## src/rtl/serial_adder_ctrl_pkg.sv

```systemverilog
// Shared definitions for the bit-serial adder controller.
// Holds the FSM state encoding and the default operand width. The RTL
// and the testbench both import this package.
package serial_adder_defs;

    typedef enum logic [1:0] {
        IDLE = 2'd0,
        RUN  = 2'd1,
        DONE = 2'd2
    } state_t;

    localparam int unsigned DEFAULT_WIDTH = 8;

endpackage

```

## src/rtl/serial_adder_ctrl_full_adder_cell.sv

```systemverilog
// One-bit full adder, purely combinational.
// This is the only adder logic in the serial adder block.
// Ports:
//   a, b, cin : operand bits and carry-in
//   sum, cout : sum bit and carry-out
module full_adder_cell (
    input  logic a,
    input  logic b,
    input  logic cin,
    output logic sum,
    output logic cout
);

    assign sum  = a ^ b ^ cin;
    assign cout = (a & b) | (cin & (a ^ b));

endmodule

```

## src/rtl/serial_adder_ctrl.sv

```systemverilog
// Bit-serial adder controller. It adds two WIDTH-bit operands LSB first,
// one bit per clock, through a single shared full_adder_cell.
// Ports:
//   clk, reset    : system clock; synchronous active-high reset
//   start         : request, sampled only in IDLE
//   a, b, cin     : operands and carry-in, captured at the accepting edge
//   busy          : high while the adder is sequencing bits (RUN)
//   done          : one-cycle pulse once the result is valid (DONE)
//   sum, cout     : result {cout, sum} = a + b + cin
//   overflow      : signed overflow (carry into MSB ^ carry out of MSB)
module serial_adder_ctrl
    import serial_adder_defs::*;
#(
    parameter int unsigned WIDTH = DEFAULT_WIDTH
) (
    input  logic             clk,
    input  logic             reset,
    input  logic             start,
    input  logic [WIDTH-1:0] a,
    input  logic [WIDTH-1:0] b,
    input  logic             cin,
    output logic             busy,
    output logic             done,
    output logic [WIDTH-1:0] sum,
    output logic             cout,
    output logic             overflow
);

    localparam int unsigned     CW   = $clog2(WIDTH);
    localparam logic [CW-1:0]   LAST = CW'(WIDTH - 1);

    state_t           state, next_state;
    logic [CW-1:0]    cnt;
    logic [WIDTH-1:0] opa, opb;
    logic             carry;
    logic             msb_cin;
    logic             fa_sum, fa_cout;

    full_adder_cell u_fa (
        .a    (opa[0]),
        .b    (opb[0]),
        .cin  (carry),
        .sum  (fa_sum),
        .cout (fa_cout)
    );

    always_ff @(posedge clk) begin
        if (reset) begin
            state <= IDLE;
        end else begin
            state <= next_state;
        end
    end

    always_comb begin
        next_state = state;
        case (state)
            IDLE:    if (start) next_state = RUN;
            RUN:     if (cnt == LAST) next_state = DONE;
            DONE:    next_state = IDLE;
            default: next_state = IDLE;
        endcase
    end

    always_ff @(posedge clk) begin
        if (reset) begin
            cnt     <= '0;
            opa     <= '0;
            opb     <= '0;
            carry   <= 1'b0;
            msb_cin <= 1'b0;
            sum     <= '0;
            cout    <= 1'b0;
        end else begin
            case (state)
                IDLE: begin
                    if (start) begin
                        opa     <= a;
                        opb     <= b;
                        carry   <= cin;
                        cnt     <= '0;
                        msb_cin <= 1'b0;
                        sum     <= '0;
                        cout    <= 1'b0;
                    end
                end
                RUN: begin
                    opa   <= opa >> 1;
                    opb   <= opb >> 1;
                    carry <= fa_cout;
                    sum   <= {fa_sum, sum[WIDTH-1:1]};
                    if (cnt == LAST) begin
                        // Counter parks on LAST rather than wrapping; the next load clears it.
                        msb_cin <= carry;
                        cout    <= fa_cout;
                    end else begin
                        cnt <= cnt + 1'b1;
                    end
                end
                default: ;
            endcase
        end
    end

    // Overflow is the XOR of two flops that are set on the final bit edge and
    // cleared together on load/reset, so it tracks the registered result exactly.
    assign overflow = msb_cin ^ cout;
    assign busy     = (state == RUN);
    assign done     = (state == DONE);

endmodule

```

## config.mk

```make
export PLATFORM = sky130hd
export DESIGN_NAME = serial_adder_ctrl
export DESIGN_NICKNAME = d
export VERILOG_FILES = /design/src/rtl/serial_adder_ctrl_pkg.sv /design/src/rtl/serial_adder_ctrl_full_adder_cell.sv /design/src/rtl/serial_adder_ctrl.sv
export SDC_FILE = /design/constraint.sdc
export NUM_CORES = 1
export LEC_CHECK = 0
export CAP_MARGIN = 20
export CELL_PAD_IN_SITES_DETAIL_PLACEMENT = 2
export CELL_PAD_IN_SITES_GLOBAL_PLACEMENT = 2
export CORE_MARGIN = 8
export CORE_UTILIZATION = 30
export CTS_CLUSTER_DIAMETER = 60
export CTS_CLUSTER_SIZE = 25
export DETAILED_ROUTE_END_ITERATION = 7
export HOLD_SLACK_MARGIN = 0.1
export PLACE_DENSITY = 0.79
export SYNTH_ARGS = -nofsm -noshare
export SYNTH_HDL_FRONTEND = slang
export SYNTH_SLANG_ARGS = --single-unit
```

## constraint.sdc

```tcl
create_clock -name clk -period 1.5 [get_ports clk]
set_clock_uncertainty 0.1 [all_clocks]
set_input_delay 0.3 -clock clk [delete_from_list [all_inputs] [get_ports clk]]
set_output_delay 0.3 -clock clk [all_outputs]
set_load 0.05 [all_outputs]
```

==> impl_metrics.toml, run 1 <==
[power]
switchingPower_w = 0.000514
seqPwrFrac_pct = 47.2
internal-power_w = 0.00146
power_per_cell_area_nw_per_um2 = 916
swShare_pct = 26.0
ir_drop_v = 0.000376
p_leak_nw = 0.844
power_w = 0.00198
pwr-share-clk_pct = 34.3
pwr-share-comb_pct = 18.5

[clock_tree]
clk_pin_slew_worst_paths_ps = 70
root_buffer = "clkbuf_8"
clk-insertion-delay-late_ps = 280
numCtsBuffers = 5
ctsLongestPathBuffers = 2
cts_tree = "built"
htreeDepth = 2
cts.sinks = 32

[synth]
synth_top_area_share_pct = 43.1
netlist_top_cells_count = "32 x dfxtp_1, 28 x nor2_1, 13 x mux2i_1"
ys_types = 32
synth_warnings = 0
synthesis.nets = 182
synth.most_common_cell = "dfxtp_1"
synth_cells = 158
yosys.area.top_type = "dfxtp_1"
syn_area_um2 = 1490
syn_area_per_cell_um2 = 9.40
synth.area.top_cells = "dfxtp_1 43%, mux2i_1 8.8%, nor2_1 7.1%"
synth-main-ff-cell = "dfxtp_1"
ys_seq_area_share_pct = 43.1
synthArstFlopShare_pct = 0
synth_edf_count = 0
ys_ff_latch = 32

[worst_setup_path]
crit_type = "flop to primary output"
path_cells = "or2b_4 -> inv_4 -> buf_12"
cp_slowest_cell = "dfxtp_4"
start_kind = "flop"
arrival_ps = 1120
slowest_delay_ps = 350
worst-path-max-fanout = 4
crit_family = "flip-flops"
rrSetupSlack_ps = 70
crit_path_end_kind = "primary output"
path_buf_inv = 2
crit_required_ps = 1100

[placed_design]
io_buffers = 31
place_hpwl_mm = 3.26
gp_congestion = 0.738
pre_cts_ws_ps = -235

[sta]
setup_violations = 2
layout_min_cycle_time_ps = 1520
hold_viol_final = 0
tns_ps = -21.1
worst_pin_slew_ps = 296
slew_viol_final = 0
final.setup.worst_slack_ps = -16.3
slew_headroom_pct = 80.3
rsz0062_at_grt = "true"
min_period_over_period_pct = 101
max_freq_mhz = 660

[drt]
drtIter0Drc = 12
viasPerCell = 4.83
drtPass1Iterations = 4
drcViolationCount = 0
wl_mm = 4.40
ant_nets = 0
via_count = 1294
wl_per_cell_um = 16.4

[grt]
grt_pass1_vias = 1520
grt_use_total_pct = 12.7
grt_pass1_wl_mm = 7.49
antenna_found_initial = 0
grt-ovfl-total = 0
grt_max_degree = 33

[run_status]
violations = "setup timing"
status = "finished, violations left"

[hold_path]
hold_path_class = "flop to flop"

[floorplanning]
io_pins = 32
design.core.area_um2 = 4750
initial_core_util_pct = 31.2
die_w_um = 86.4
die_h_um = 86.4
rows = 25
fp.dieArea_um2 = 7460

[job]
cap_violations = 0

[finish]
area_delta_synth_final_pct = 45.5
nets = 224
fin_util_pct = 45.4
diodes = 0
fill_cells = 533
layout-drive-gt1-share_pct = 23.9
final timing paths:
path,from,end,cells after the start
setup / recovery,state[0],busy,3
hold reg to reg,opb[4],opb[4],2
setup reg to reg,cnt[0],state[0],5
hold / removal,opb[4],opb[4],2
routing by layer:
layer  vias up  global-route usage [%]  wire [um]
li1        641                       -          -
met1       622                    14.2       1920
met2        25                    22.6       2260
met3         6                    3.78        173
met4         0                    3.76         48
met5         -                       0          0
state kept, by name, summed over array words and instances, names as in the netlist:
signal and cells:
cout 1, sum 8, cnt 3, opa 8
carry 1, msb_cin 1, state 2, opb 8
logic make-up (layout without fill, tap and decap cells):
kind of cell / Yosys count / count (layout) / share of synthesized area (%)
xor+xnor: 1 / 1 / 0.590
simple gates: 50 / 50 / 15.3
mux: 13 / 13 / 8.76
fa+ha+maj: 4 / 4 / 3.88
buf+inv: 18 / 61 / 8.00
flops: 32 / 32 / 43.1
compound gates: 40 / 40 / 20.3
power by group through the flow:
stage                     logic (W)  clock network [W]  registers, W
after floorplan            0.000216                  0      0.000950
after global placement     0.000328                  0      0.000951
after detailed placement   0.000347                  0      0.000954
after CTS                  0.000364           0.000706      0.000934
after global routing       0.000398           0.000752      0.000940
final                      0.000366           0.000678      0.000934
per-stage QoR:
stage	hold WS (ps)	std cells	instance area, um2
final	407	268	2160
after global routing	436	268	2160
after CTS	407	266	2140
after detailed placement	397	255	2000
after global placement	381	255	2000
after floorplan	339	158	1500
worst min-delay path: stages (launching register included):
cell      delay (ps)
dfxtp_1          310
nor2_1           100
a211oi_1          50
cells in the final DEF (no fill, tap or decap), drive strengths merged, types with 2 or more instances in the layout:
cell,netlist,routed
clkbuf,3,8
nor2b,4,4
ha,3,3
a21oi,8,8
dfxtp,32,32
a22oi,7,7
mux2i,13,13
inv,7,7
a211oi,12,12
clkdlybuf4s50,0,19
nand3,6,6
buf,8,27
a31oi,5,5
o221a,2,2
nor2,28,28
nand2,7,7
what timing repair did:
item	in CTS	in global routing
setup buffers	3	2
endpoints found under the setup margin	6	5
hold buffers	0	0
pin swaps	0	1
resized for setup	9	2
layout make-up:
cell class,instances,area [um2],share of cell area [%]
timing repair buffer,46,563,26.1
sequential,32,648,30.0
inverter,7,28.8,1.33
multi-input combinational,108,747,34.6
clock buffer,8,90.1,4.17
tap,67,83.8,3.88
Power figures use the tool's default switching activity.
==> run 2, diff against run 1 <==
- HOLD_SLACK_MARGIN: 0.1 -> 0.06
==> results of run 2 <==
No change in the layout: final DEF, timing and power equal those of run 1.
